<file path="src/rtl/wide_spm_preloader.sv">
// Streams a byte-wide program image into a wide scratchpad, packing bytes
// little-endian into rows, and releases the chip reset once the image is written.
module wide_spm_preloader #(
  parameter int SramDepth = 16384,
  parameter int SramWidth = 64,
  parameter int AddrWidth = $clog2(SramDepth)
) (
  input  logic                   clk_i,
  input  logic                   rst_ni,
  input  logic                   start_i,
  input  logic [7:0]             byte_i,
  input  logic                   byte_valid_i,
  input  logic                   byte_last_i,
  output logic                   byte_ready_o,
  output logic                   mem_req_o,
  input  logic                   mem_gnt_i,
  output logic [AddrWidth-1:0]   mem_addr_o,
  output logic [8*SramWidth-1:0] mem_wdata_o,
  output logic [SramWidth-1:0]   mem_be_o,
  output logic [AddrWidth:0]     words_o,
  output logic                   done_o,
  output logic                   error_o,
  output logic                   chip_rst_no
);

  localparam int LaneWidth = (SramWidth > 1) ? $clog2(SramWidth) : 1;
  localparam logic [LaneWidth-1:0] LastLane = LaneWidth'(SramWidth - 1);
  // The top row holds the exit-code word, so the last writable row is SramDepth-2.
  localparam logic [AddrWidth:0] ReservedRow = (AddrWidth + 1)'(SramDepth - 1);

  typedef enum logic [2:0] {IDLE, FILL, WRITE, DONE, ERR} state_e;

  state_e                 state_q, state_d;
  logic [8*SramWidth-1:0] buffer_q;
  logic [LaneWidth-1:0]   lane_q;
  logic [AddrWidth-1:0]   addr_q;
  logic [AddrWidth:0]     words_q;
  logic                   last_q;
  logic                   accept;
  logic                   write_done;

  assign accept     = byte_valid_i && (state_q == FILL);
  assign write_done = mem_gnt_i && (state_q == WRITE);

  always_ff @(posedge clk_i) begin
    if (!rst_ni) begin
      state_q <= IDLE;
    end else begin
      state_q <= state_d;
    end
  end

  always_comb begin
    state_d = state_q;
    case (state_q)
      IDLE: begin
        if (start_i) state_d = FILL;
      end
      FILL: begin
        if (accept && (byte_last_i || (lane_q == LastLane))) state_d = WRITE;
      end
      WRITE: begin
        if (mem_gnt_i) begin
          if (last_q) begin
            state_d = DONE;
          end else if (({1'b0, addr_q} + 1'b1) == ReservedRow) begin
            state_d = ERR;
          end else begin
            state_d = FILL;
          end
        end
      end
      DONE:    state_d = DONE;
      ERR:     state_d = ERR;
      default: state_d = IDLE;
    endcase
  end

  // A reset mid-row drops the partial buffer; rows already granted stay in memory.
  always_ff @(posedge clk_i) begin
    if (!rst_ni) begin
      buffer_q <= '0;
      lane_q   <= '0;
      addr_q   <= '0;
      words_q  <= '0;
      last_q   <= 1'b0;
    end else begin
      if (accept) begin
        buffer_q[{lane_q, 3'b000} +: 8] <= byte_i;
        lane_q                          <= lane_q + 1'b1;
        last_q                          <= byte_last_i;
      end
      if (write_done) begin
        buffer_q <= '0;
        lane_q   <= '0;
        addr_q   <= addr_q + 1'b1;
        words_q  <= words_q + 1'b1;
      end
    end
  end

  assign byte_ready_o = (state_q == FILL);
  assign mem_req_o    = (state_q == WRITE);
  assign mem_addr_o   = addr_q;
  assign mem_wdata_o  = buffer_q;
  assign mem_be_o     = {SramWidth{mem_req_o}};
  assign words_o      = words_q;
  assign done_o       = (state_q == DONE);
  assign error_o      = (state_q == ERR);
  assign chip_rst_no  = (state_q == DONE);

endmodule

</file>
<file path="config.mk">
export PLATFORM = sky130hd
export DESIGN_NAME = wide_spm_preloader
export DESIGN_NICKNAME = d
export VERILOG_FILES = /design/src/rtl/wide_spm_preloader.sv
export SDC_FILE = /design/constraint.sdc
export NUM_CORES = 1
export LEC_CHECK = 0
export BUFFER_PORTS_ARGS = -buffer_cell sky130_fd_sc_hd__buf_2
export CAP_MARGIN = 20
export CORE_MARGIN = 2
export CORE_UTILIZATION = 35
export CTS_CLUSTER_SIZE = 10
export DETAILED_ROUTE_END_ITERATION = 8
export HOLD_SLACK_MARGIN = 0.03
export SETUP_SLACK_MARGIN = 0.02
export SYNTH_ARGS = -nofsm -noshare
export SYNTH_HDL_FRONTEND = slang
export SYNTH_SLANG_ARGS = --single-unit
</file>
<file path="constraint.sdc">
create_clock -name clk_i -period 6 [get_ports clk_i]
set_input_delay 0.3 -clock clk_i [delete_from_list [all_inputs] [get_ports clk_i]]
set_output_delay 0.3 -clock clk_i [all_outputs]
set_load 0.01 [all_outputs]
</file>
==> impl_results.md <==
- Die height: 259 um
- DRC violations left: 0
- Syn-to-layout area delta: 23.4%
- Avg Cell Area, Syn: 8.33 um2
- Switching share of power: 24.5%
- Setup violations, final: 0
- Hold Path Class: input pin to flip-flop
- Seq/Total Area, Yosys: 48.5%
- Dominant cell type by area after synthesis: dfxtp_1
- Final ANT Viol Nets: 0
- Critical path peak fanout: 28
- Total die area: 67000 um2
- Placer congestion estimate: 0.868
- Synth unique cells: 72
- Clock power frac: 47.8%
- WS Path Type: flip-flop to flip-flop
- I/O pin total: 624
- Largest net degree at the start of global routing: 163
- Area contributors post-synth: dfxtp_1 (49%), o21ai_0 (9.1%), a21oi_1 (7.6%)
- Slew Limit Fails: 0
- Async set-reset flop share out of synthesis: 0%
- Critical-path top delay cell: a211oi_2
- Synth Instances: 2728
- Utilization after layout: 43.6%
- Initial DRC count: 2333
- Gr busiest metal: met2
- Critical Path RT: 6.44 ns
- Num CTS Buffers: 67
- Crit path time final: 4.93 ns
- #FFs+latches synth: 551
- Crit-path cells: clkinv_1 > ha_1 > xor2_2 > o2111ai_4 > a211oi_2 > o21ai_0
- Number of global-route vias before repair: 19860
- Global Route met1 Usage: 37.2%
- CTS H-tree depth: 3
- Pre-antenna DRT Iters: 6
- Fin area: 28100 um2
- Chip width: 259 um
- Top cell type's share of synthesized area: 48.5%
- DR vias: 22172
- Final hold violations: 0
- Worst path arrival time: 5.37 ns
- Worst vdd ir: 0.183 mV
- LEAKAGE: 0.0112 uW
- Post-Syn Area: 22700 um2
- Combinational power share: 5.9%
- Multi-input gate area: 10300 um2
- CTS Buffer Depth: 3
- Reg area: 11000 um2
- Cell family with most CP delay: compound AO/OA/AOI/OAI gates
- Crit path largest cell delay: 0.98 ns
- Top_reg_cell synth: dfxtp_1
- Fraction of layout cells with a size suffix above 1: 25.9%
- Synth warn: 0
- RSZ-0062 raised after global routing: false
- M3 GR Usage: 5.04%
- Fmax: 203 MHz
- Rows: 93
- Port buffer count: 623
- Total core area: 64300 um2
- Clk_skew: 0.0277 ns
- WL/cell: 23.5 um
- Fillers: 6562
- Total grt overflow: 0
- Critical Path Source Type: flip-flop
- Initial core utilization: 35.3%
- Sequential power share: 46.3%
- Relative slew slack: 19.8%
- Global-route wire length before repair: 137000 um
- Grt met2 use: 41.7%
- Post-Syn Nets: 2749
- Internal power: 6000 uW
- Status: complete, no violations
- Initial antenna violation count: 3
- Hold-fix buffers, CTS: 2
- Ant diodes: 0
- Dpl hpwl: 63200 um
- Worst-Margin Slew: 1.19 ns
- Clk root buf: clkbuf_16
- Final wirelength: 94800 um
- Vias per inst: 5.49
- Power per cell area: 283 nW/um2
- DP Area: 26000 um2
- Worst-Skew Late Latency: 0.61 ns
- Setup TNS: 0 ns
- CTS clk-pin slew, worst paths: 0.06 ns
- # clock sinks: 551
- Postcts setup bufs: 0
- CTS tree: done
- Max cap viols: 0
- Setup crit end kind: flip-flop
- Fin crit share: 82.2%
- Cts repair resizes: 0
- CP Buf/Inv Count: 1
- NetSw: 1950 uW
- Gr usage total: 27.0%
- Post-synth EDFFs: 0
- Final #Nets: 3183
[per-layer routing]
metal,part of all wire [%],vias to the layer above
met5,0,-
met4,3.5,0
met3,7.1,158
met2,45,903
met1,44,10681
li1,-,10430
[logic make-up (layout without fill, tap and decap cells)]
group           Yosys count  in the layout  share of synthesized area [%]
compound gates          882            882                           22.3
buf+inv                 340            795                           7.07
flops                   551            551                           48.5
fa+ha+maj                 7              7                          0.385
simple gates            859            859                           17.9
mux                      57             57                           2.51
xor+xnor                 32             32                           1.30
[cell usage in the layout (no fill, tap or decap), types with 17 or more instances in the layout]
cell	Yosys	layout
buf_4	66	63
buf_2	34	623
o31ai_1	25	25
nor2_1	122	119
nand3_1	282	282
o21ai_0	411	410
dfxtp_1	551	551
a21oi_1	345	344
mux2i_1	57	57
o211ai_1	17	17
nor3_1	44	43
nand4_1	35	35
clkbuf_16	0	70
a22o_1	19	19
or3_1	41	41
nand2_1	288	287
[power by group through the flow]
stage | combinational [uW] | sequential, uW | clock [uW]
after floorplan | 335 | 3750 | 0
after global routing | 494 | 3680 | 4020
after detailed placement | 460 | 3760 | 0
after CTS | 462 | 3680 | 3880
after global placement | 460 | 3760 | 0
final | 471 | 3680 | 3800
[worst reg2reg max path: cells and delay by family (launching register included)]
family | cells | cell delay, ns
AO/OA/AOI/OAI | 3 | 1.98
flip-flops | 1 | 0.96
XOR/XNOR | 1 | 0.86
buffers and inverters | 1 | 0.54
adder cells (fa/ha/maj) | 1 | 0.44
[sequential cells by signal, summed over array words and instances, names as in the netlist]
name	cells
mem_wdata_o	512
last_q	1
lane_q	6
mem_addr_o	14
state_q	3
words_o	15
[path summary, 6_finish.rpt]
kind	startpoint	to	slack [ns]	cells past startpoint
max reg2reg	lane_q[0]	mem_wdata_o[194]	1.07	6
max	lane_q[0]	mem_wdata_o[194]	1.07	6
min reg2reg	mem_wdata_o[385]	mem_wdata_o[385]	0.45	2
min	start_i	state_q[0]	0.18	5
[through the flow]
step	power, uW	hold WS, ns	instances	setup WS (ns)
floorplan	4090	0.436	2728	1.02
global placement	4220	0.440	3943	1.33
detailed placement	4220	0.447	3944	1.26
CTS	8030	0.137	4036	1.23
global route	8190	0.199	4038	0.692
finish	7950	0.180	4038	1.07
[Yosys cell counts (20+ instances only)]
cell type / count
buf_1: 20
nand4_1: 35
nor2_1: 122
nand3_1: 282
a21oi_1: 345
or3_1: 41
nor3_1: 44
o31ai_1: 25
clkbuf_1: 201
dfxtp_1: 551
mux2i_1: 57
buf_4: 66
nand2_1: 288
o21ai_0: 411
buf_2: 34
[layout make-up]
type | count | area share (%)
clock buffer | 82 | 6.48
clock inverter | 8 | 0.544
inverter | 14 | 0.187
multi-input combinational | 1837 | 36.6
sequential | 551 | 39.3
tap | 855 | 3.81
timing repair buffer | 691 | 13.0
Power figures use the tool's default switching activity.
